File: src/rtl/dmem_arbiter_pkg.sv
// Shared definitions for the data-memory arbiter: default widths, port indices
// and the arbiter state encoding.
package dmem_arbiter_pkg;

   localparam int unsigned DEF_DATA_W       = 32;
   localparam int unsigned DEF_ADDR_W       = 32;
   localparam int unsigned DEF_STARVE_LIMIT = 4;
   localparam int unsigned DEF_LOCK_MAX     = 16;

   localparam int unsigned P0 = 0;
   localparam int unsigned P1 = 1;

   typedef enum logic {
      ST_ARB   = 1'b0,
      ST_LOCK1 = 1'b1
   } arb_state_e;

endpackage

File: src/rtl/dmem_rsp_reg.sv
// Per-port read response register: captures memory read data at the end of a
// read-grant cycle and raises rvalid for exactly one cycle.
module dmem_rsp_reg #(
   parameter int unsigned DATA_W = 32
) (
   input  logic              clk,
   input  logic              rst_n,
   input  logic              rd_grant,
   input  logic [DATA_W-1:0] mem_rdata,
   output logic              rvalid,
   output logic [DATA_W-1:0] rdata
);

   // rdata holds the last read result until the next read on this port
   always_ff @(posedge clk or negedge rst_n) begin
      if (!rst_n) begin
         rvalid <= 1'b0;
         rdata  <= '0;
      end else begin
         rvalid <= rd_grant;
         if (rd_grant) begin
            rdata <= mem_rdata;
         end
      end
   end

endmodule

File: src/rtl/dmem_arbiter.sv
// Two-port arbiter for the single-port data memory: port-0 priority with a
// starvation guard for port 1 and an optional port-1 burst lock.
module dmem_arbiter
   import dmem_arbiter_pkg::*;
#(
   parameter int unsigned DATA_W       = DEF_DATA_W,
   parameter int unsigned ADDR_W       = DEF_ADDR_W,
   parameter int unsigned STARVE_LIMIT = DEF_STARVE_LIMIT,
   parameter int unsigned LOCK_MAX     = DEF_LOCK_MAX
) (
   input  logic              clk,
   input  logic              rst_n,
   input  logic              p0_req,
   input  logic              p0_we,
   input  logic [ADDR_W-1:0] p0_addr,
   input  logic [DATA_W-1:0] p0_wdata,
   output logic              p0_ack,
   output logic              p0_rvalid,
   output logic [DATA_W-1:0] p0_rdata,
   input  logic              p1_req,
   input  logic              p1_we,
   input  logic [ADDR_W-1:0] p1_addr,
   input  logic [DATA_W-1:0] p1_wdata,
   input  logic              p1_lock,
   output logic              p1_ack,
   output logic              p1_rvalid,
   output logic [DATA_W-1:0] p1_rdata,
   output logic              mem_wren,
   output logic [ADDR_W-1:0] mem_addr,
   output logic [DATA_W-1:0] mem_wdata,
   input  logic [DATA_W-1:0] mem_rdata
);

   localparam int unsigned SC_W = $clog2(STARVE_LIMIT + 1);
   localparam int unsigned LC_W = $clog2(LOCK_MAX + 1);

   arb_state_e      state, state_nxt;
   logic [SC_W-1:0] starve_cnt, starve_nxt;
   logic [LC_W-1:0] lock_cnt, lock_nxt;
   logic            grant0, grant1;

   // Grant decision; gated by rst_n so every output is quiet during reset
   always_comb begin
      state_nxt  = state;
      starve_nxt = starve_cnt;
      lock_nxt   = lock_cnt;
      grant0     = 1'b0;
      grant1     = 1'b0;
      if (!rst_n) begin
         state_nxt = ST_ARB;
      end else if (state == ST_LOCK1 && p1_req && p1_lock &&
                   lock_cnt < LC_W'(LOCK_MAX)) begin
         grant1   = 1'b1;
         lock_nxt = lock_cnt + LC_W'(1);
      end else begin
         // Leaving LOCK1 falls through here, so the exit cycle follows ARB rules
         state_nxt = ST_ARB;
         if (p0_req && p1_req) begin
            if (starve_cnt == SC_W'(STARVE_LIMIT)) begin
               grant1 = 1'b1;
            end else begin
               grant0 = 1'b1;
            end
         end else if (p0_req) begin
            grant0 = 1'b1;
         end else if (p1_req) begin
            grant1 = 1'b1;
         end
         if (grant1 || !p1_req) begin
            starve_nxt = '0;
         end else begin
            starve_nxt = starve_cnt + SC_W'(1);
         end
         if (grant1 && p1_lock) begin
            state_nxt = ST_LOCK1;
            lock_nxt  = LC_W'(1);
         end
      end
   end

   always_ff @(posedge clk or negedge rst_n) begin
      if (!rst_n) begin
         state      <= ST_ARB;
         starve_cnt <= '0;
         lock_cnt   <= '0;
      end else begin
         state      <= state_nxt;
         starve_cnt <= starve_nxt;
         lock_cnt   <= lock_nxt;
      end
   end

   assign p0_ack    = grant0;
   assign p1_ack    = grant1;
   assign mem_wren  = (grant0 & p0_we) | (grant1 & p1_we);
   assign mem_addr  = grant0 ? p0_addr  : (grant1 ? p1_addr  : '0);
   assign mem_wdata = grant0 ? p0_wdata : (grant1 ? p1_wdata : '0);

   dmem_rsp_reg #(.DATA_W(DATA_W)) u_rsp0 (
      .clk       (clk),
      .rst_n     (rst_n),
      .rd_grant  (grant0 & ~p0_we),
      .mem_rdata (mem_rdata),
      .rvalid    (p0_rvalid),
      .rdata     (p0_rdata)
   );

   dmem_rsp_reg #(.DATA_W(DATA_W)) u_rsp1 (
      .clk       (clk),
      .rst_n     (rst_n),
      .rd_grant  (grant1 & ~p1_we),
      .mem_rdata (mem_rdata),
      .rvalid    (p1_rvalid),
      .rdata     (p1_rdata)
   );

endmodule
File: config.mk
export PLATFORM = sky130hd
export DESIGN_NAME = dmem_arbiter
export DESIGN_NICKNAME = d
export VERILOG_FILES = /design/src/rtl/dmem_arbiter_pkg.sv /design/src/rtl/dmem_rsp_reg.sv /design/src/rtl/dmem_arbiter.sv
export SDC_FILE = /design/constraint.sdc
export NUM_CORES = 1
export LEC_CHECK = 0
export ABC_CLOCK_PERIOD_IN_PS = 2100
export CORE_AREA = 2 2 116 118
export CTS_BUF_LIST = sky130_fd_sc_hd__clkbuf_16
export DETAILED_ROUTE_END_ITERATION = 8
export DIE_AREA = 0 0 118 120
export PLACE_DENSITY = 0.72
export SLEW_MARGIN = 5
export SYNTH_ARGS = -nofsm -noshare
export SYNTH_HDL_FRONTEND = slang
export SYNTH_SLANG_ARGS = --single-unit
export TNS_END_PERCENT = 10
File: constraint.sdc
create_clock -name clk -period 2.1 [get_ports clk]
set_clock_uncertainty 0.2 [all_clocks]
set_input_delay 0.315 -clock clk [delete_from_list [all_inputs] [get_ports clk]]
set_output_delay 0.315 -clock clk [all_outputs]
set_load 0.01 [all_outputs]
==> impl_metrics.json, run 1 <==
{
  "status": "finished with violations",
  "violations": "negative setup slack",
  "antenna_found_initial": 1,
  "max_cap_viol_count": 0,
  "cts_tree": "done",
  "hold_viol": 0,
  "synth_top_family_by_area": "multiplexers",
  "r2r_end": "u_rsp1.rdata[18]",
  "drc_errors": 0,
  "finalPower_uw": 5015,
  "synthTopCellsByArea": "dfrtp_1 51%, mux2_2 16%, a22o_1 16%",
  "maxSlewHeadroom_pct": 37.43,
  "crit_buf_inv": 5,
  "critPathMaxFanout": 5,
  "synth_xor_area_share_pct": 0,
  "via_per_inst": 4.757,
  "netlist_instances": 269,
  "drt_iter0_drc": 128,
  "drtPass1Iterations": 4,
  "syn-cell-area_sq_um": 3687,
  "area_growth_pct": 99.66,
  "critPathLaunchType": "input port",
  "critical_path_class": "in2out",
  "core-area_sq_um": 12980,
  "dpl.hpwl_um": 11120,
  "synth_fa_ha_area_share_pct": 1.018,
  "p_per_area_nw_per_um2": 681.1,
  "arrival_ns": 1.93,
  "synthMuxAreaShare_pct": 21.55,
  "synthArstFlopShare_pct": 100.0,
  "htree_levels": 3,
  "yosys.area_share.simple_pct": 3.665,
  "worst_slew_pin_slew_ns": 0.9386,
  "grt_start_max_net_pins": 80,
  "layout_commonest_cell": "clkdlybuf4s50_1",
  "drt_wl_total_um": 15000,
  "final_util_pct": 56.72,
  "yosysSeqAreaShare_pct": 50.90,
  "cts-root-buf": "clkbuf_16",
  "ys_ff_latch": 75,
  "synth_cell_type_count": 31,
  "placed_cells": 755,
  "synth_top_area_cell": "dfrtp_1",
  "worst_setup_path_end_kind": "output port",
  "grt_overflow_total": 0,
  "postRouteAntennaNets": 0,
  "synth_edf_count": 0,
  "crit_path_max_incr_delay_ns": 0.54,
  "finalSetupViolations": 68,
  "clkSinkCount": 75,
  "die_w_um": 118,
  "seq_power_share_pct": 37.4,
  "finalMaxSlewViolations": 0,
  "synth_nets": 439,
  "initial_core_util_pct": 28.41,
  "synth_compound_gate_area_share_pct": 18.70,
  "switching_share_pct": 26.52,
  "reg2reg_from": "starve_cnt[1]",
  "slowest_stage": "clkdlybuf4s50_1",
  "cp_data_required_time_ns": 1.58,
  "worst_hold_path_type": "in2async",
  "nets": 778,
  "track_usage_pct": 20.65,
  "dieArea_sq_um": 14160,
  "numCtsBuffers": 9,
  "portBuffers": 299,
  "final_cell_mix": "229 x clkdlybuf4s50_1, 75 x dfrtp_1, 67 x a22o_1",
  "finish.instance_area_sq_um": 7362,
  "yosys.area.top_type_share_pct": 50.90,
  "grt_pass1_wl_um": 22820,
  "path_cells": "clkdlybuf4s50_1, a21boi_4, a21oi_4, buf_6, buf_12, buf_16, a22o_1, buf_2",
  "finalWorstSetupSlack_ns": -0.3416,
  "comb_power_share_pct": 36.4,
  "route.vias.total": 3753,
  "die_y_um": 120,
  "fmaxAchievable_mhz": 409.6,
  "p_sw_uw": 1330,
  "ir_drop_mv": 0.6296,
  "p_leak_uw": 0.003303,
  "clockBufferDepth": 2,
  "fin_cells": 789,
  "synthFlopType": "dfrtp_1",
  "crit_family": "buffers and inverters",
  "ios": 300,
  "clkTransAtPathRegs_ns": 0.06,
  "tns_ns": -17.67,
  "r2r.worst_path.cells": 7,
  "rsz0062_at_grt": "yes",
  "grt_pass1_vias": 4059,
  "worst-r2r-setup-slack_ns": 0,
  "final_layout_size_suffix_gt1_share_pct": 33.01,
  "p_clk_share_pct": 26.2,
  "post-route-period-util_pct": 116.3,
  "detail_route.wl_per_cell_um": 19.02,
  "num_rows": 42,
  "gp_congestion": 0.8484,
  "ys_warn_count": 0,
  "p_int_uw": 3685,
  "avgSynthCellArea_sq_um": 13.71,
  "postPlaceCellArea_sq_um": 7084,
  "clk_latency_ns": 0.32,
  "fin_crit_ns": 2.442
}
worst max-delay path by stage:
stage | start | end | cells past startpoint
after global placement | p1_req | mem_wdata[12] | 6
after CTS | starve_cnt[0] | mem_wdata[12] | 9
after floorplan | starve_cnt[0] | mem_addr[10] | 7
final | p0_req | mem_wdata[12] | 8
after detailed placement | p1_req | mem_addr[23] | 7
after global routing | starve_cnt[0] | mem_wdata[3] | 9
logic make-up (layout without fill, tap and decap cells):
logic type	after synthesis	after routing
muxes	68	68
adders and majority gates	3	3
other	0	1
buffers and inverters	27	370
and+or+nand+nor	18	18
DFF	75	75
AOI/OAI and AO/OA	78	78
what timing repair did:
action	in CTS	in global routing
hold endpoints to repair	2	0
hold buffers	1	0
endpoints found under the setup margin	99	97
pin swaps	35	3
cloned	5	1
gates resized for setup	289	8
buffers inserted	10	3
metal layers:
metal	GRT usage [%]	routed length [um]	share of wire [%]	up-vias
met5	0	0	0	-
met4	7.455	386	2.6	0
met3	8.698	1325	8.8	25
met2	36.77	7889	53	184
met1	21.83	5403	36	1834
li1	-	-	-	1710
registers in the layout, indices dropped and copies added, names as in the netlist:
| register | cells |
|---|---|
| u_rsp1.rvalid | 1 |
| u_rsp1.rdata | 32 |
| lock_cnt | 5 |
| u_rsp0.rvalid | 1 |
| state | 1 |
| starve_cnt | 3 |
| u_rsp0.rdata | 32 |
power groups by stage:
stage | clock, uW | combinational [uW] | sequential, uW
after floorplan | 0 | 484 | 2020
after global placement | 0 | 1800 | 1880
after detailed placement | 0 | 1830 | 1900
after CTS | 1350 | 1830 | 1880
after global routing | 1420 | 1930 | 1910
final | 1310 | 1830 | 1880
area by class of cell:
| class | instances | area [sq um] |
|---|---|---|
| Fill cell | 1113 | 5618 |
| Timing Repair Buffer | 350 | 3289 |
| Sequential cell | 75 | 1877 |
| Multi-Input combinational cell | 167 | 1700 |
| Clock buffer | 9 | 225.2 |
| Tap cell | 176 | 220.2 |
| Clock inverter | 6 | 28.78 |
| Inverter | 5 | 18.77 |
| Antenna cell | 1 | 2.502 |
metrics by stage:
| stage | hold WS [ns] | setup slack, ns |
|---|---|---|
| 6_report | 0.1019 | -0.3416 |
| 5_1_grt | 0.2119 | -0.4168 |
| 4_1_cts | 0.1466 | -0.3411 |
| 3_5_place_dp | 0.08335 | -0.6616 |
| 3_3_place_gp | 0.08639 | -0.6354 |
| 2_1_floorplan | -0.1806 | 0.06033 |
cells in the mapped netlist (2+ instances only):
master	instances
dfrtp_1	75
a22o_1	67
mux2_2	53
buf_2	15
mux2_4	9
inv_1	5
buf_6	4
mux2i_1	4
nor2b_1	4
ha_1	3
nand3_1	3
o2bb2ai_1	3
a21oi_1	2
clkbuf_1	2
mux2_1	2
nand2_1	2
nand4_1	2
No activity file was read; power rests on OpenSTA's default activity.
==> run 2, diff against run 1 <==
ABC_CLOCK_PERIOD_IN_PS = 2400   (was 2100)
CORE_AREA = 2 2 118 120   (was 2 2 116 118)
DIE_AREA = 0 0 120 122   (was 0 0 118 120)
PLACE_DENSITY = 0.7   (was 0.72)
clock period = 2.4 ns   (was 2.1 ns; I/O delays follow)
==> run 2 against run 1 <==
Compared with the run above:
- the run now ends clean
- worst hold slack better by 0.14 ns
- combinational power down 15%
- sequential power down 13%
- via count down 0.53%
- design area down 1.8%
- utilization down 3.2 points
- first-iteration DRC count up 3.9%
- sequential share of layout area up 0.47 points
- clock power about the same
- largest power group unchanged
==> impl_metrics.json, run 2 (synthesized netlist as in run 1, its figures left out) <==
{
  "status": "finished, final reports clean",
  "die_w_um": 120,
  "final_layout_size_suffix_gt1_share_pct": 31.93,
  "detail_route.wl_per_cell_um": 21.26,
  "die_y_um": 122,
  "ios": 300,
  "drtPass1Iterations": 4,
  "reg.largest.list": "u_rsp0.rdata (32), u_rsp1.rdata (32), lock_cnt (5)",
  "critPathMaxFanout": 12,
  "clkSinkCount": 75,
  "worst_slew_pin_slew_ns": 0.9113,
  "hold_viol": 0,
  "n_fill_cell": 1185,
  "path_cells": "inv_2, ha_4, a21boi_4, a21oi_4, buf_6, buf_16, a22o_1, buf_2",
  "finalWorstSetupSlack_ns": 0.01206,
  "worst_setup_path_end_kind": "output port",
  "p_int_uw": 3314,
  "comb_power_share_pct": 34.4,
  "antenna_found_initial": 5,
  "post-route-period-util_pct": 99.50,
  "grt_overflow_total": 0,
  "portBuffers": 299,
  "via_per_inst": 4.786,
  "seq_power_share_pct": 36.2,
  "finalSetupViolations": 0,
  "maxSlewHeadroom_pct": 39.25,
  "area_growth_pct": 96.06,
  "dpl.hpwl_um": 12530,
  "nets": 761,
  "finalMaxSlewViolations": 0,
  "dieArea_sq_um": 14640,
  "num_rows": 43,
  "critical_path_class": "reg2out",
  "grt_start_max_net_pins": 75,
  "track_usage_pct": 21.12,
  "crit_buf_inv": 4,
  "cts-root-buf": "clkbuf_16",
  "clockBufferDepth": 2,
  "p_sw_uw": 1229,
  "postRouteAntennaNets": 0,
  "rsz0062_at_grt": "yes",
  "htree_levels": 3,
  "finalPower_uw": 4544,
  "dp_slack_ns": -0.5670,
  "arrival_ns": 1.83,
  "final_cell_mix": "228 x clkdlybuf4s50_1, 75 x dfrtp_1, 66 x a22o_1",
  "p_clk_share_pct": 29.4,
  "initial_core_util_pct": 27.30,
  "critPathLaunchType": "register",
  "ir_drop_mv": 0.4628,
  "p_per_area_nw_per_um2": 628.5,
  "cp_data_required_time_ns": 1.84,
  "fmaxAchievable_mhz": 418.8,
  "fin_crit_ns": 2.388,
  "grt_pass1_wl_um": 22940,
  "max_cap_viol_count": 0,
  "drt_iter0_drc": 133,
  "core-area_sq_um": 13500,
  "drc_errors": 0,
  "layout_commonest_cell": "clkdlybuf4s50_1",
  "gp_congestion": 0.7996,
  "drt_wl_total_um": 16580,
  "p_leak_uw": 0.003204,
  "crit_family": "buffers and inverters",
  "switching_share_pct": 27.05,
  "crit_path_max_incr_delay_ns": 0.37,
  "grt_pass1_vias": 3751,
  "worst_hold_path_type": "in2async",
  "route.vias.total": 3733,
  "clk_latency_ns": 0.33,
  "numCtsBuffers": 9,
  "slowest_stage": "dfrtp_1",
  "clkTransAtPathRegs_ns": 0.07,
  "cts_tree": "done"
}
==> run 2: cell count changes in the layout (fill, tap and decap cells not counted), sizes merged <==
cell           delta
buf              -20
diode             +4
clkbuf            +3
inv               -3
bufinv            +1
clkdlybuf4s50     -1
clkinv            +1
clkinvlp          +1
dlygate4sd2       +1
==> run 2: layer usage <==
metal / global-route usage [%] / up-vias / part of all wire [%]
met1: 23.24 / 1862 / 37
met3: 6.086 / 20 / 6.2
met5: 0 / - / 0
met4: 8.309 / 0 / 2.5
met2: 38.32 / 164 / 54
li1: - / 1687 / -
==> run 2: worst paths after layout <==
kind	slack [ns]	cells after the start	start	to
worst min-delay path	0.24	3	rst_n	lock_cnt[1]
min in group clk	0.30	1	u_rsp1.rdata[1]	u_rsp1.rdata[1]
max in group asynchronous	1.14	3	rst_n	u_rsp1.rdata[5]
worst max-delay path	0.01	8	starve_cnt[0]	mem_addr[28]
worst max register to register	0.09	8	starve_cnt[0]	u_rsp1.rdata[14]
worst min register to register	0.30	1	u_rsp1.rdata[1]	u_rsp1.rdata[1]
==> run 2: power groups by stage <==
stage / Clock [uW] / Sequential (uW) / Combinational (uW)
finish: 1340 / 1640 / 1560
global placement: 0 / 1640 / 1570
global route: 1420 / 1680 / 1650
floorplan: 0 / 1760 / 423
CTS: 1370 / 1650 / 1570
detailed placement: 0 / 1660 / 1590
==> run 2: cell type report <==
type	instances	area, sq um	area share (%)
Antenna cell	5	12.51	0.1731
Clock buffer	9	225.2	3.115
Clock inverter	6	65.06	0.9000
Inverter	5	18.77	0.2596
Multi-Input combinational cell	167	1702	23.54
Sequential cell	75	1877	25.96
Tap cell	180	225.2	3.115
Timing Repair Buffer	333	3104	42.94
==> run 2: repair_timing <==
action	in CTS	in global routing
hold buffers	1	0
gates cloned	3	2
resized for setup	275	10
hold endpoints to repair	3	0
pin swaps	44	16
buffers inserted	9	1
setup endpoints to repair	67	67
==> run 2: tightest hold or removal path, cell delays in order <==
cell   delay, ns
buf_4       0.10
buf_4       0.16
buf_4       0.70
==> run 2: metrics by stage <==
step                std cells  hold WS (ns)  instance area (sq um)  util [%]  TNS, ns
finish                    780        0.2372                   7229     53.53        0
global route              779        0.3099                   7227     53.52   -2.692
CTS                       774        0.2932                   7182     53.18  -0.8541
detailed placement        746        0.1115                   7004     51.87   -40.38
global placement          746        0.1062                   7004     51.87   -36.15
floorplan                 269       -0.1356                   3687         -        0
